### config.mk
export PLATFORM = sky130hd
export DESIGN_NAME = wbc_rr_arbiter
export DESIGN_NICKNAME = d
export VERILOG_FILES = /design/src/rtl/wbc_rr_arbiter.sv
export SDC_FILE = /design/constraint.sdc
export NUM_CORES = 1
export LEC_CHECK = 0
export ABC_AREA = 1
export BUFFER_PORTS_ARGS = -buffer_cell sky130_fd_sc_hd__buf_2
export CAP_MARGIN = 20
export CORE_AREA = 10 10 114 116
export DETAILED_ROUTE_END_ITERATION = 7
export DIE_AREA = 0 0 124 126
export PLACE_DENSITY_LB_ADDON = 0.05
export REMOVE_ABC_BUFFERS = 1
export SYNTH_ARGS = -nofsm -noshare
export SYNTH_HDL_FRONTEND = slang
export SYNTH_SLANG_ARGS = --single-unit
### constraint.sdc
create_clock -name i_clk -period 2.6 [get_ports i_clk]
set_input_delay 0.13 -clock i_clk [delete_from_list [all_inputs] [get_ports i_clk]]
set_output_delay 0.13 -clock i_clk [all_outputs]
set_load 0.02 [all_outputs]
### src/rtl/wbc_rr_arbiter.sv
// Round-robin arbiter: NM classic Wishbone masters share one classic slave port.
// A grant is held for a whole CYC. A bus watchdog ends hung cycles with ERR.
//
// Ports
//   i_clk, i_reset_n        bus clock, asynchronous active-low reset
//   i_mcyc/i_mstb/i_mwe     per-master CYC/STB/WE, bit m = master m
//   i_maddr/i_mdata/i_msel  per-master address/write data/byte selects, lane m at [m*W +: W]
//   o_mack/o_merr           per-master ACK/ERR (ERR from slave or watchdog)
//   o_mdata                 slave read data broadcast to every master lane
//   o_s*                    slave-side CYC/STB/WE/ADDR/DATA/SEL
//   i_sack/i_serr/i_sdata   slave ACK/ERR/read data
module wbc_rr_arbiter #(
    parameter int unsigned NM      = 2,
    parameter int unsigned AW      = 30,
    parameter int unsigned DW      = 32,
    parameter int unsigned TIMEOUT = 255
) (
    input  logic                 i_clk,
    input  logic                 i_reset_n,
    input  logic [NM-1:0]        i_mcyc,
    input  logic [NM-1:0]        i_mstb,
    input  logic [NM-1:0]        i_mwe,
    input  logic [NM*AW-1:0]     i_maddr,
    input  logic [NM*DW-1:0]     i_mdata,
    input  logic [NM*DW/8-1:0]   i_msel,
    output logic [NM-1:0]        o_mack,
    output logic [NM-1:0]        o_merr,
    output logic [NM*DW-1:0]     o_mdata,
    output logic                 o_scyc,
    output logic                 o_sstb,
    output logic                 o_swe,
    output logic [AW-1:0]        o_saddr,
    output logic [DW-1:0]        o_sdata,
    output logic [DW/8-1:0]      o_ssel,
    input  logic                 i_sack,
    input  logic                 i_serr,
    input  logic [DW-1:0]        i_sdata
);

    localparam int unsigned SW  = DW / 8;
    localparam int unsigned GW  = (NM > 1) ? $clog2(NM) : 1;
    localparam int unsigned WDW = (TIMEOUT > 0) ? $clog2(TIMEOUT + 1) : 1;

    typedef enum logic [1:0] {
        ST_IDLE  = 2'd0,
        ST_BUSY  = 2'd1,
        ST_ABORT = 2'd2
    } state_t;

    state_t          state_q, state_d;
    logic [GW-1:0]   grant_q, grant_d;
    logic [GW-1:0]   last_q, last_d;
    logic [WDW-1:0]  wdog_q, wdog_d;

    logic [NM-1:0]   req;
    logic            found;
    logic [GW-1:0]   winner;
    int unsigned     idx;

    logic            g_cyc, g_stb, g_we;
    logic [AW-1:0]   g_addr;
    logic [DW-1:0]   g_data;
    logic [SW-1:0]   g_sel;
    logic            stall;

    assign req = i_mcyc & i_mstb;

    // Granted master's signals
    assign g_cyc  = i_mcyc[grant_q];
    assign g_stb  = i_mstb[grant_q];
    assign g_we   = i_mwe[grant_q];
    assign g_addr = i_maddr[32'(grant_q) * AW +: AW];
    assign g_data = i_mdata[32'(grant_q) * DW +: DW];
    assign g_sel  = i_msel[32'(grant_q) * SW +: SW];

    // Strobe outstanding with no slave response this cycle
    assign stall = g_stb & ~i_sack & ~i_serr;

    // Round-robin scan starting just after the last winner
    always_comb begin
        found  = 1'b0;
        winner = last_q;
        idx    = 0;
        for (int unsigned i = 1; i <= NM; i++) begin
            idx = (32'(last_q) + i) % NM;
            if (!found && req[idx]) begin
                found  = 1'b1;
                winner = GW'(idx);
            end
        end
    end

    // State register
    always_ff @(posedge i_clk or negedge i_reset_n) begin
        if (!i_reset_n) begin
            state_q <= ST_IDLE;
            grant_q <= '0;
            last_q  <= GW'(NM - 1);
            wdog_q  <= '0;
        end else begin
            state_q <= state_d;
            grant_q <= grant_d;
            last_q  <= last_d;
            wdog_q  <= wdog_d;
        end
    end

    // Next-state logic
    always_comb begin
        state_d = state_q;
        grant_d = grant_q;
        last_d  = last_q;
        wdog_d  = wdog_q;
        case (state_q)
            ST_IDLE: begin
                wdog_d = '0;
                if (found) begin
                    grant_d = winner;
                    last_d  = winner;
                    state_d = ST_BUSY;
                end
            end
            ST_BUSY: begin
                if (!g_cyc) begin
                    state_d = ST_IDLE;
                    wdog_d  = '0;
                end else if (stall && (TIMEOUT != 0)) begin
                    wdog_d = wdog_q + WDW'(1);
                    if (wdog_q == WDW'(TIMEOUT - 1)) begin
                        state_d = ST_ABORT;
                    end
                end else begin
                    wdog_d = '0;
                end
            end
            ST_ABORT: begin
                state_d = ST_IDLE;
                wdog_d  = '0;
            end
            default: begin
                state_d = ST_IDLE;
                wdog_d  = '0;
            end
        endcase
    end

    // Outputs: slave bus follows the granted master only while BUSY
    always_comb begin
        o_mack  = '0;
        o_merr  = '0;
        o_mdata = '0;
        o_scyc  = 1'b0;
        o_sstb  = 1'b0;
        o_swe   = 1'b0;
        o_saddr = '0;
        o_sdata = '0;
        o_ssel  = '0;
        case (state_q)
            ST_BUSY: begin
                o_scyc           = g_cyc;
                o_sstb           = g_stb;
                o_swe            = g_we;
                o_saddr          = g_addr;
                o_sdata          = g_data;
                o_ssel           = g_sel;
                o_mack[grant_q]  = i_sack;
                o_merr[grant_q]  = i_serr;
                o_mdata          = {NM{i_sdata}};
            end
            ST_ABORT: begin
                o_merr[grant_q]  = 1'b1;
            end
            default: begin
                o_scyc = 1'b0;
            end
        endcase
    end

endmodule

## Word-level counts from Yosys, hierarchy flattened

Index checks and enable logic that the tools add are counted.

| word-level totals | value |
|---|---|
| register bits after elaboration | 12 |
| bits in latches | 0 |
| bits in writable memories | 0 |
| ROM bits | 0 |
| input bits | 174 |
| word-level logic and storage cells | 67 |
| memories kept | 0 |

| operators by class | value |
|---|---|
| add/subtract/negate cells | 3 |
| multipliers | 1 |
| divide/modulo/power cells | 0 |
| order comparisons | 4 |
| equal/unequal tests | 6 |
| shift-type cells | 3 |
| mux-type cells | 33 |
| bitwise gates (word level) | 7 |
| reductions and logical operators | 6 |

Operator list:

| cell | count |
|---|---|
| $mux 64 | 1 |
| $shiftx 64x7->32 | 1 |
| $shiftx 60x7->30 | 1 |
| $mux 32 | 1 |
| $mux 30 | 1 |
| $mux 8 | 3 |
| $mux 1 | 18 |
| $mux 2 | 5 |
| $add 8x1->8 const B | 1 |
| $eq 8x8->1 const B | 1 |
| $pmux 2 s2 | 2 |
| $shiftx 8x4->4 | 1 |
| $and 2x2->2 | 3 |
| $lt 1x2->1 const B | 3 |
| $ne 3x3->1 const B | 2 |
| $mul 1x4->5 const B | 1 |
| $mux 4 | 1 |
| $reduce_and 3->1 | 1 |
| $add 1x1->1 const B | 2 |
| $and 1x1->1 | 2 |
| $eq 2x1->1 const B | 1 |
| $eq 2x2->1 const B | 1 |
| $logic_and 1x1->1 | 2 |
| $logic_not 2->1 | 1 |
| 6 further kinds | 7 |

## Longest topological paths before layout

| depth | value |
|---|---|
| depth after elaboration | 9 |
| mapped depth | 9 |
| gate-level depth less buffers | 9 |

## Worst setup path before layout

No wires, ideal clock.

| timing | value |
|---|---|
| path type | flip-flop to output port |
| start | reg state_q[1] |
| end | out o_mack[1] |
| arrival | 1455 ps |
| slack | 1015 ps |
| stages on the path, launching flop included | 7 |
| path buffers | 2 |
| path through | dfrtp_1 inv_1 ha_1 buf_4 inv_2 buf_2 nor3_1 |

| on the way | value |
|---|---|
| word-level cells in the longest chain between the ends | 2 |

Ends and longest elaborated chain:

| item | RTL line | RTL |
|---|---|---|
| from (decl) | 50 | `state_t state_q, state_d;` |
| from (signal assigned) | 101 | `state_q <= state_d;` |
| $eq 2x1->1 | 158 | `case (state_q)` |
| $mux 2 | 158 |  |
| to (decl) | 26 | `output logic [NM-1:0] o_mack,` |

Every way passes these cells.

## Worst setup path in the final report

| timing | value |
|---|---|
| start | reg grant_q |
| end | out o_sstb |

| on the way | value |
|---|---|
| word-level cells in the longest chain between the ends | 3 |

Ends and longest elaborated chain:

| item | RTL line | RTL |
|---|---|---|
| from (decl) | 51 | `logic [GW-1:0] grant_q, grant_d;` |
| from (signal assigned) | 102 | `grant_q <= grant_d;` |
| $mux 1 (implied by the code) (2 in a row) | 70 | `assign g_stb = i_mstb[grant_q];` |
| $mux 1 | 158 |  |
| to (decl) | 30 | `output logic o_sstb,` |

Every way passes these cells. The select of a mux whose other input is x is not followed.

==> Implementation_results.wiki <==
{| class="wikitable"
! Metric !! Value
|-
| Floorplan die height || 126 um
|-
| Fraction of final layout cells sized beyond drive strength 1 || 0.487
|-
| Number of vias in the routed layout || 3358
|-
| Clock tree root buffer cell || sky130_fd_sc_hd__clkbuf_8
|-
| Proportion of synthesized flip-flops having asynchronous set or reset || 1.00
|-
| Largest delay contributor family on the critical path || buffers and inverters
|-
| Ratio of total power to cell area || 994 nW/um^2
|-
| Worst path slowest cell || sky130_fd_sc_hd__buf_4
|-
| Proportion of synthesized area in mux cells || 0
|-
| Switching power total || 2.36 mW
|-
| Worst endpoint required time || 2.47 ns
|-
| Transition time at the pin with the least slew margin || 0.717 ns
|-
| Area growth, synth to finish || 66.0%
|-
| Max-cap violation count || 0
|-
| Share of the synthesized area in compound gates (AO/OA/AOI/OAI) || 0.171
|-
| Clock latency at the later pin of the worst-skew pair || 0.24 ns
|-
| Total gr overflow || 0
|-
| Critical path launch point || grant_q
|-
| Slew Limit Headroom || 0.522
|-
| Share of total power consumed by net switching || 0.649
|-
| Data arrival, critical path || 1.81 ns
|-
| Final Setup Violations || 0
|-
| Post-layout nets || 856
|-
| Maximum single-stage delay on the critical path || 0.58 ns
|-
| Fin util || 0.343
|-
| Final Worst Setup Slack || 0.659 ns
|-
| Combinational fraction of design power || 0.876
|-
| Internal Pwr Total || 1.28 mW
|-
| Number of violations reported at the end of detailed-routing iteration 0 || 123
|-
| Number of library cell types mapped by synthesis || 26
|-
| Number of primary I/O pins || 311
|-
| Leakage power summed over all cells || 2.49 nW
|-
| Setup repair after global routing missed its margin || no
|-
| Number of sinks handled by clock tree synthesis || 12
|-
| YS warnings || 0
|-
| H-tree depth reported by CTS || 1
|-
| Worst-path cell chain || buf_4 -> nand2_1 -> nand2_1 -> nor2_1 -> buf_2
|-
| Crit start category || flop
|-
| Largest family of logic cells by synthesized area || simple AND/OR/NAND/NOR gates
|-
| Clk pin slew, worst setup/hold paths || 0.06 ns
|-
| Hold Vio Cnt, Final || 0
|-
| Maximum root-to-sink buffer count || 2
|-
| Global-route wire length before repair || 20000 um
|-
| Port bufs || 310
|-
| Placer congestion estimate || 0.914
|-
| Count of mapped cells out of synthesis || 416
|-
| Critical path type || flop to primary output
|-
| First drt pass iteration count || 4
|-
| Gr usage total || 0.162
|-
| Max Clock Skew || 0.00673 ns
|-
| Number of register bits inferred by synthesis || 12
|-
| Clock buffers created by TritonCTS || 3
|-
| Vias in the first global route || 3451
|-
| Number of antenna violations at the first check in global routing || 3
|-
| Detail-routed via count per cell || 4.11
|-
| Post-detail-place hpwl || 11800 um
|-
| IR drop worst, VDD || 0.000754 V
|-
| Placement Rows || 38
|-
| Detailed-route wire length per cell || 16.8 um
|-
| Avg Inst Size Synth || 5.31 sq um
|-
| R2r startpoint || grant_q
|-
| Number of non-filler instances in the completed layout || 818
|-
| Worst slack after detailed placement || 0.790 ns
|-
| Initial core utilization || 0.207
|-
| Power after layout || 3.64 mW
|-
| Slew Viols, Final || 0
|-
| Remaining number of nets flagged by the antenna check after routing || 0
|-
| Result of the run || finished clean
|-
| Clock tree from TritonCTS || done
|-
| Area enclosed by the die boundary || 15600 sq um
|-
| Number of placed cells counting well taps || 811
|-
| Min-delay src || i_mstb[1]
|-
| Capturing element type of the critical path || primary output
|-
| Synthesized cell area || 2210 sq um
|-
| Library cell with the largest summed area after synthesis || sky130_fd_sc_hd__nand2_1
|-
| DRC errors left || 0
|-
| Largest fanout on the critical path || 72
|-
| Share of the clock period used by the worst path after layout || 0.747
|-
| Share of synthesized area occupied by flip-flops and latches || 0.136
|-
| List of most frequent post-synthesis cells || sky130_fd_sc_hd__nand2_1 (185), sky130_fd_sc_hd__a21oi_1 (68), sky130_fd_sc_hd__inv_1 (43)
|-
| Width of the die || 124 um
|-
| Buffer and inverter count on the worst path || 2
|-
| Area of the placeable core || 10700 sq um
|-
| Sequential power share || 0.068
|-
| Portion of synthesized cell area occupied by the leading cell type || 0.314
|-
| Number of post-CTS setup repair buffers || 0
|-
| Cell types occupying the most area after synthesis || sky130_fd_sc_hd__nand2_1 (31%), sky130_fd_sc_hd__a21oi_1 (15%), sky130_fd_sc_hd__dfrtp_1 (12%)
|-
| Largest net degree at the start of global routing || 74
|-
| Post-synthesis share of cell area spent on and, or, nand and nor gates || 0.399
|-
| Fin Setup TNS || 0 ns
|-
| Most numerous cell on the critical path || sky130_fd_sc_hd__nand2_1
|-
| Dominant register cell in the synthesized netlist || sky130_fd_sc_hd__dfrtp_1
|-
| Shortest period the worst path allows || 1.94 ns
|-
| Xor and xnor fraction of the mapped netlist area || 0.0159
|-
| Area share of fa/ha/maj cells after synthesis || 0.0283
|-
| Maximum clock frequency || 515 MHz
|-
| Count of flip-flops with a built-in enable after synthesis || 0
|-
| Most numerous cell in the Yosys netlist || sky130_fd_sc_hd__nand2_1
|-
| Kind of path behind the tightest hold check || input pin to flop
|-
| Share of total power in the clock network || 0.056
|-
| Total wire length || 13700 um
|}
==> stage by stage <==
step / hold slack, ns / instance area (sq um)
floorplan: -0.166 / 1840
global placement: 0.0335 / 3600
detailed placement: 0.0342 / 3600
CTS: 0.226 / 3660
global route: 0.238 / 3670
finish: 0.218 / 3670
==> placed cells by master, fill, tap and decap left out, types with 4 or more instances in the layout <==
cell type / n
sky130_fd_sc_hd__xnor2_1: 4
sky130_fd_sc_hd__nor2_1: 15
sky130_fd_sc_hd__ha_1: 5
sky130_fd_sc_hd__inv_1: 43
sky130_fd_sc_hd__dfrtp_1: 10
sky130_fd_sc_hd__nand2_1: 185
sky130_fd_sc_hd__clkbuf_8: 4
sky130_fd_sc_hd__buf_2: 310
sky130_fd_sc_hd__nand3_1: 6
sky130_fd_sc_hd__a21oi_1: 68
==> power groups by stage <==
stage          clock, mW  sequential (mW)  combinational (mW)
2_1_floorplan          0            0.345                1.90
3_3_place_gp           0            0.253                3.26
3_5_place_dp           0            0.253                3.26
4_1_cts            0.211            0.249                3.27
5_1_grt            0.219            0.253                3.52
6_report           0.204            0.249                3.19
==> per-layer routing <==
| metal | track usage | share of wire |
|---|---|---|
| met5 | 0 | 0.00095 |
| met4 | 0.0318 | 0.011 |
| met3 | 0.0617 | 0.10 |
| met2 | 0.313 | 0.55 |
| met1 | 0.157 | 0.34 |
==> flip-flops by register name, summed over array words and instances, names as in the netlist <==
| register | count |
|---|---|
| state_q | 2 |
| wdog_q | 8 |
| grant_q | 1 |
| last_q | 1 |
==> cells by family (layout without fill, tap and decap cells) <==
family	Yosys count	in the layout
AND/OR/NAND/NOR	217	217
buffers and inverters	104	364
AO/OA/AOI/OAI	74	74
flip-flops	12	12
adder cells (fa/ha/maj)	5	5
XOR/XNOR	4	4
other	0	2
==> layout make-up <==
cell class	instances	area [sq um]
tap	140	175
fill	1243	7030
clock buffer	4	55.1
timing repair buffer	314	1600
sequential	12	303
multi-input combinational	300	1360
antenna	2	5.00
inverter	46	178
==> worst min-delay path, stage by stage <==
cell and delay (ns):
sky130_fd_sc_hd__buf_2 0.11, sky130_fd_sc_hd__o2111ai_1 0.11, sky130_fd_sc_hd__o21ai_0 0.10
==> worst paths after layout <==
path	endpoint	slack [ns]	depth (start not counted)
hold reg to reg	wdog_q[0]	0.48	1
min in group asynchronous	wdog_q[4]	0.31	2
max in group asynchronous	last_q	2.01	2
setup / recovery	o_sstb	0.66	5
setup reg to reg	state_q[1]	0.83	7
hold / removal	last_q	0.22	3
==> what timing repair did <==
item	4_1_cts	5_1_grt
gates resized for setup	0	0
hold buffers	1	0
hold endpoints to repair	11	0
(Power assumes the default switching activity.)
